### src/rtl/seg_scan_ctrl_pkg.sv
`default_nettype none
// ============================================================================
// Module      : seg_scan_ctrl_pkg
// Description : Shared constants for the 7-segment scan controller.
//               Holds the active-low hex segment table, the blank pattern,
//               the digit nibble width and the blink phase type.
//               Segment bit order is {a,b,c,d,e,f,g,dp}, with a as the MSB.
// Revision    : 1.0 - initial release
// ============================================================================
package seg_scan_ctrl_pkg;

  localparam int c_nib_w = 4;
  localparam int c_seg_w = 8;

  localparam logic [c_seg_w-1:0] c_seg_blank = 8'hFF;

  // Active-low patterns for the hex digits 0..F; dp is always off.
  localparam logic [c_seg_w-1:0] c_seg_code [16] = '{
    8'h03, 8'h9F, 8'h25, 8'h0D, 8'h99, 8'h49, 8'h41, 8'h1F,
    8'h01, 8'h09, 8'h11, 8'hC1, 8'h63, 8'h85, 8'h61, 8'h71
  };

  typedef enum logic {
    PH_OFF = 1'b0,
    PH_ON  = 1'b1
  } blink_phase_t;

  function automatic logic [c_seg_w-1:0] hex_to_seg(input logic [c_nib_w-1:0] nib);
    return c_seg_code[nib];
  endfunction

endpackage
`default_nettype wire

### src/rtl/seg_hex_dec.sv
`default_nettype none
// ============================================================================
// Module      : seg_hex_dec
// Description : Hex nibble to active-low 7-segment decoder (combinational).
//               The output is forced to all-off when en is low.
// Ports       : en   - decoder enable (0 = blank)
//               data - hex nibble to show
//               seg  - active-low segment pattern
// Revision    : 1.0 - initial release
// ============================================================================
module seg_hex_dec
  import seg_scan_ctrl_pkg::*;
(
  input  logic               en,
  input  logic [c_nib_w-1:0] data,
  output logic [c_seg_w-1:0] seg
);

  assign seg = en ? hex_to_seg(data) : c_seg_blank;

endmodule
`default_nettype wire

### src/rtl/seg_scan_ctrl.sv
`default_nettype none
// ============================================================================
// Module      : seg_scan_ctrl
// Description : Time-multiplexed scan controller for an NDIG-digit
//               common-anode 7-segment display. Whole-display updates are
//               taken into a shadow register through a valid/ready handshake.
//               They are copied to the active register only at a frame end,
//               so a frame is never shown half old and half new.
// Ports       : clk, rst_n     - clock, async active-low reset
//               wr_valid/ready - update handshake
//               wr_data        - NDIG nibbles, digit 0 in bits [3:0]
//               wr_mask        - per-digit enable
//               lz_en          - leading-zero suppression (live)
//               blink_en       - whole-display blink (live)
//               an             - active-low one-hot anode select
//               seg            - active-low segment pattern
//               frame_tick     - one-cycle pulse after the last digit slot
// Revision    : 1.0 - initial release
// ============================================================================
module seg_scan_ctrl
  import seg_scan_ctrl_pkg::*;
#(
  parameter int NDIG         = 8,
  parameter int DIV          = 50000,
  parameter int BLINK_FRAMES = 64
) (
  input  logic                    clk,
  input  logic                    rst_n,
  input  logic                    wr_valid,
  output logic                    wr_ready,
  input  logic [c_nib_w*NDIG-1:0] wr_data,
  input  logic [NDIG-1:0]         wr_mask,
  input  logic                    lz_en,
  input  logic                    blink_en,
  output logic [NDIG-1:0]         an,
  output logic [c_seg_w-1:0]      seg,
  output logic                    frame_tick
);

  localparam int c_cnt_w = $clog2(DIV);
  localparam int c_idx_w = $clog2(NDIG);
  localparam int c_blk_w = $clog2(BLINK_FRAMES + 1);

  localparam logic [c_cnt_w-1:0] c_cnt_last = c_cnt_w'(DIV - 1);
  localparam logic [c_idx_w-1:0] c_idx_last = c_idx_w'(NDIG - 1);
  localparam logic [c_blk_w-1:0] c_blk_last = c_blk_w'(BLINK_FRAMES - 1);

  logic [c_cnt_w-1:0]      r_cnt;
  logic [c_idx_w-1:0]      r_idx;
  logic [c_blk_w-1:0]      r_bcnt;
  blink_phase_t            r_phase;
  logic                    r_pending;
  logic [c_nib_w*NDIG-1:0] r_shadow_data;
  logic [NDIG-1:0]         r_shadow_mask;
  logic [c_nib_w*NDIG-1:0] r_act_data;
  logic [NDIG-1:0]         r_act_mask;

  logic                    w_tick;
  logic                    w_frame_end;
  logic                    w_accept;
  logic                    w_blank;
  logic                    w_dec_en;
  logic                    w_zero_acc;
  logic [NDIG-1:0]         w_lz_run;
  logic [c_nib_w-1:0]      w_sel_nib;
  logic                    w_sel_mask;
  logic                    w_sel_lz;
  logic [NDIG-1:0]         w_an_next;
  logic [c_seg_w-1:0]      w_dec_seg;

  assign w_tick      = (r_cnt == c_cnt_last);
  assign w_frame_end = w_tick && (r_idx == c_idx_last);
  assign wr_ready    = !r_pending;
  assign w_accept    = wr_valid && !r_pending;
  assign w_blank     = blink_en && (r_phase == PH_OFF);

  always_comb begin
    w_zero_acc = 1'b1;
    w_lz_run   = '0;
    w_sel_nib  = '0;
    w_sel_mask = 1'b0;
    w_sel_lz   = 1'b0;
    w_an_next  = '1;
    // w_lz_run[i] is set when every active nibble from the top digit down to
    // digit i is zero, i.e. digit i is a leading zero.
    for (int i = NDIG - 1; i >= 0; i--) begin
      w_zero_acc  = w_zero_acc && (r_act_data[c_nib_w*i +: c_nib_w] == '0);
      w_lz_run[i] = w_zero_acc;
    end
    for (int i = 0; i < NDIG; i++) begin
      if (r_idx == c_idx_w'(i)) begin
        w_sel_nib    = r_act_data[c_nib_w*i +: c_nib_w];
        w_sel_mask   = r_act_mask[i];
        w_sel_lz     = w_lz_run[i];
        w_an_next[i] = 1'b0;
      end
    end
  end

  // Digit 0 is exempt from suppression so an all-zero value still shows "0".
  assign w_dec_en = w_sel_mask
                 && !(lz_en && (r_idx != '0) && w_sel_lz)
                 && !w_blank;

  seg_hex_dec u_dec (
    .en   (w_dec_en),
    .data (w_sel_nib),
    .seg  (w_dec_seg)
  );

  always_ff @(posedge clk or negedge rst_n) begin
    if (!rst_n) begin
      r_cnt         <= '0;
      r_idx         <= '0;
      r_bcnt        <= '0;
      r_phase       <= PH_ON;
      r_pending     <= 1'b0;
      r_shadow_data <= '0;
      r_shadow_mask <= '0;
      r_act_data    <= '0;
      r_act_mask    <= '0;
      an            <= '1;
      seg           <= c_seg_blank;
      frame_tick    <= 1'b0;
    end else begin
      r_cnt      <= w_tick ? '0 : r_cnt + 1'b1;
      frame_tick <= w_frame_end;
      an         <= w_an_next;
      seg        <= w_dec_seg;

      if (w_tick) begin
        r_idx <= (r_idx == c_idx_last) ? '0 : r_idx + 1'b1;
      end

      if (w_frame_end) begin
        if (r_bcnt == c_blk_last) begin
          r_bcnt  <= '0;
          r_phase <= (r_phase == PH_ON) ? PH_OFF : PH_ON;
        end else begin
          r_bcnt <= r_bcnt + 1'b1;
        end
        if (r_pending) begin
          r_act_data <= r_shadow_data;
          r_act_mask <= r_shadow_mask;
          r_pending  <= 1'b0;
        end
      end

      // An accept needs pending=0, so it can never collide with the copy
      // above; a write landing on a frame end simply waits one more frame.
      if (w_accept) begin
        r_shadow_data <= wr_data;
        r_shadow_mask <= wr_mask;
        r_pending     <= 1'b1;
      end
    end
  end

endmodule
`default_nettype wire
### config.mk
export PLATFORM = sky130hd
export DESIGN_NAME = seg_scan_ctrl
export DESIGN_NICKNAME = d
export VERILOG_FILES = /design/src/rtl/seg_scan_ctrl_pkg.sv /design/src/rtl/seg_hex_dec.sv /design/src/rtl/seg_scan_ctrl.sv
export SDC_FILE = /design/constraint.sdc
export NUM_CORES = 1
export LEC_CHECK = 0
export ABC_AREA = 1
export CAP_MARGIN = 20
export CORE_MARGIN = 3
export CORE_UTILIZATION = 55
export DETAILED_ROUTE_END_ITERATION = 10
export PLACE_DENSITY = 0.81
export SETUP_SLACK_MARGIN = 0.15
export SLEW_MARGIN = 20
export SYNTH_ARGS = -nofsm -noshare
export SYNTH_HDL_FRONTEND = slang
export SYNTH_SLANG_ARGS = --single-unit
### constraint.sdc
create_clock -name clk -period 4.4 [get_ports clk]
set_clock_uncertainty 0.1 [all_clocks]
set_input_delay 1.32 -clock clk [delete_from_list [all_inputs] [get_ports clk]]
set_output_delay 1.32 -clock clk [all_outputs]
set_load 0.03 [all_outputs]
==> metrics <==
Post-DP Area 0.006426 mm2; Tightest Hold Check Type flop to flop; portion of the clock cycle consumed by the worst path in the final layout 0.7182; DIE HEIGHT 107.9 um; Final Instance Area 0.007000 mm2; detailed-route DRC error count 0; combinational power share 0.045; Post-Syn Area 0.005707 mm2; number of buffers created by CTS 17; kind of start point of the critical path flop; Boundary Pins 63; sink count of the clock tree 124; Worst IR Drop VDD 0.0002600 V; biggest area contributors in the synthesized netlist dfrtp_1 (47%), nand2_1 (9.9%), dfstp_2 (7.4%); post-DR vias/cell 5.225; CP Data Required Time 2980 ps; pwr/cell area 373.5 mW/mm2; delay of the slowest cell on the worst path 670 ps; total detailed-routing wirelength 11.87 mm; fraction of synthesized cell area taken by the top area cell type 0.4736; flops & latches, synth 124; total leakage power 3.515 nW; post-synthesis instance total 683; Buf+Inv Stages, Crit Path 2; part of the power in the clock network 0.498; max-cap violations 0; 1st-pass router iterations 5; overall die area 0.01163 mm2; GRT Residual Overflow 0; sequential cell area fraction in the yosys report 0.5472; relative max-transition margin 0.4577; dominant cell type by area after synthesis dfrtp_1; routability congestion estimate from global placement 0.9400; mean cell area of the mapped netlist 8.355 um2; global-route wire length before repair 20.09 mm; cell breakdown of the critical path inv_1, clkdlybuf4s50_1; clock slew at the register clock pins of the worst setup and hold paths 60 ps; maximum number of pins on one net before global-route repair 82; count of nets after finishing 805; DP Wirelength 8.175 mm; count of vias placed by the detailed router 4661; setup ws final 1240 ps; number of antenna violations at the first check in global routing 0; worst-skew pair later-pin latency 510 ps; starting density of the core 0.5759; H-tree lvl count 4; number of global-route vias before repair 4451; transition time at the pin with the least slew margin 813.5 ps; number of fill cells in the layout 777; number of setup buffers added after CTS 0; quantity of hold-fixing buffers added after cts 0; number of distinct standard cells referenced by the synthesized netlist 38; worst-case clock buffer depth 2; register share of total power 0.458; number of placement rows 36; CP Capture Type output pin; final max-slew violation count 0; result of the run finished clean; Crit path arrival time 1740 ps; post-route non-filler standard cell count 892; CTS tree yes; total count of hold-check failures in the final report 0; utilization after layout 0.7064; Switching Share 0.2220; most frequent cell after synthesis nand2_1; predominant post-synthesis flop cell dfrtp_1; fraction of synthesis flops using an asynchronous set or reset pin 1.000; Synth top cells by count nand2_1 (151), dfrtp_1 (108), inv_1 (100), nor2_1 (79), a21oi_1 (58); internal power 2.034 mW; diode insertion count for antenna repair 0; crit path max fanout 3; warnings from Yosys 0; Peak Freq 316.4 MHz; setup repair after global routing missed its margin false; DRC marker count from the first detailed-route iteration 235; clock root buffer clkbuf_8; Worst path top cell family by delay buffers and inverters; fraction of layout cells with a size suffix above 1 0.09223; Core Region 0.009910 mm2; Final setup violation count 0; Post-Syn Nets 742; master of the slowest instance on the critical path clkdlybuf4s50_1; worst setup slack after placement 1542 ps; buffers added on ports 61; placed cell count 860; Post-synth EDFFs 0; critical setup path kind flop to output pin; total global-route track usage 0.2224; Setup TNS Final 0 ps; number of gates resized after CTS 0; final critical-path required period 3160 ps; Sw Pwr 0.5803 mW; Die Wd 107.9 um; area growth from synthesis to final layout 22.67%; number of routed nets with antenna violations 0; routed len/inst 13.31 um
## power by group through the flow
stage | logic [mW] | registers, mW | clock network [mW]
floorplan | 0.0426 | 1.21 | 0
global placement | 0.114 | 1.21 | 0
detailed placement | 0.118 | 1.22 | 0
CTS | 0.120 | 1.20 | 1.32
global route | 0.133 | 1.20 | 1.38
finish | 0.117 | 1.20 | 1.30
## layout make-up
| type | count | area [um2] | area share |
|---|---|---|---|
| well taps | 133 | 166.4 | 0.02377 |
| multi-input cells | 436 | 2107 | 0.3010 |
| inverters | 103 | 391.6 | 0.05594 |
| repair buffers | 64 | 643.1 | 0.09187 |
| clock inverters | 12 | 113.9 | 0.01626 |
| clock buffers | 20 | 455.4 | 0.06506 |
| flip-flops and latches | 124 | 3123 | 0.4461 |
## state kept, by name, indices dropped and copies added (netlist names)
| name | count |
|---|---|
| r_act_data | 32 |
| seg | 7 |
| r_idx | 3 |
| an | 8 |
| r_act_mask | 8 |
| r_cnt | 16 |
| r_pending | 1 |
| frame_tick | 1 |
| r_bcnt | 7 |
| r_shadow_data | 32 |
| r_phase | 1 |
| r_shadow_mask | 8 |
## through the flow
step                power [mW]  hold slack [ps]
floorplan                1.254            331.7
global placement         1.327            344.2
detailed placement       1.334            374.3
CTS                      2.634            380.4
global route             2.708            395.8
finish                   2.615            373.8
## worst paths after layout
check / from / end / slack, ps / depth (start not counted)
setup / recovery: r_pending / wr_ready / 1240 / 2
hold / removal: r_cnt[0] / r_cnt[0] / 370 / 1
setup reg to reg: r_idx[2] / seg[2] / 1700 / 17
hold reg to reg: r_cnt[0] / r_cnt[0] / 370 / 1
max in group asynchronous: rst_n / an[5] / 2590 / 2
min in group asynchronous: rst_n / r_cnt[13] / 770 / 1
## worst reg2reg max path, delay by kind of cell (launching register included)
family / cells / cell delay, ps
AOI/OAI and AO/OA: 2 / 240
buffers and inverters: 4 / 450
adders and majority gates: 2 / 530
DFF: 1 / 570
and+or+nand+nor: 9 / 760
## logic make-up (layout without fill, tap and decap cells)
family | Yosys count | after routing | synth area share
AND/OR/NAND/NOR | 289 | 289 | 0.2089
adder cells (fa/ha/maj) | 14 | 14 | 0.03070
flip-flops | 124 | 124 | 0.5472
AO/OA/AOI/OAI | 129 | 129 | 0.1226
other | 1 | 1 | 0.0006571
XOR/XNOR | 3 | 3 | 0.004605
buffers and inverters | 123 | 199 | 0.08529
## routing by layer
metal  part of all wire  GRT usage  routed length, um
met5                  0          0                  0
met4              0.018    0.08206                219
met3              0.056    0.05759                665
met2               0.51     0.3739               6080
met1               0.41     0.2769               4903
## cells in the final DEF (no fill, tap or decap), types with 2 or more instances in the layout
cell type and count:
a21oi_1 58, a31oi_1 2, buf_4 3, clkbuf_16 16, clkbuf_8 4, clkdlybuf4s50_1 60, clkinv_2 2, clkinv_4 5
clkinvlp_4 4, dfrtp_1 108, dfstp_2 16, ha_1 14, inv_1 100, nand2_1 149, nand2_2 8, nand3_1 25
nand4_1 7, nor2_1 79, nor2_2 3, nor3_1 7, nor4_1 6, o211ai_1 2, o21ai_0 51, o21ai_1 7
or2_0 2, xor2_1 3
Note: power is estimated with default switching activity, not from simulation.
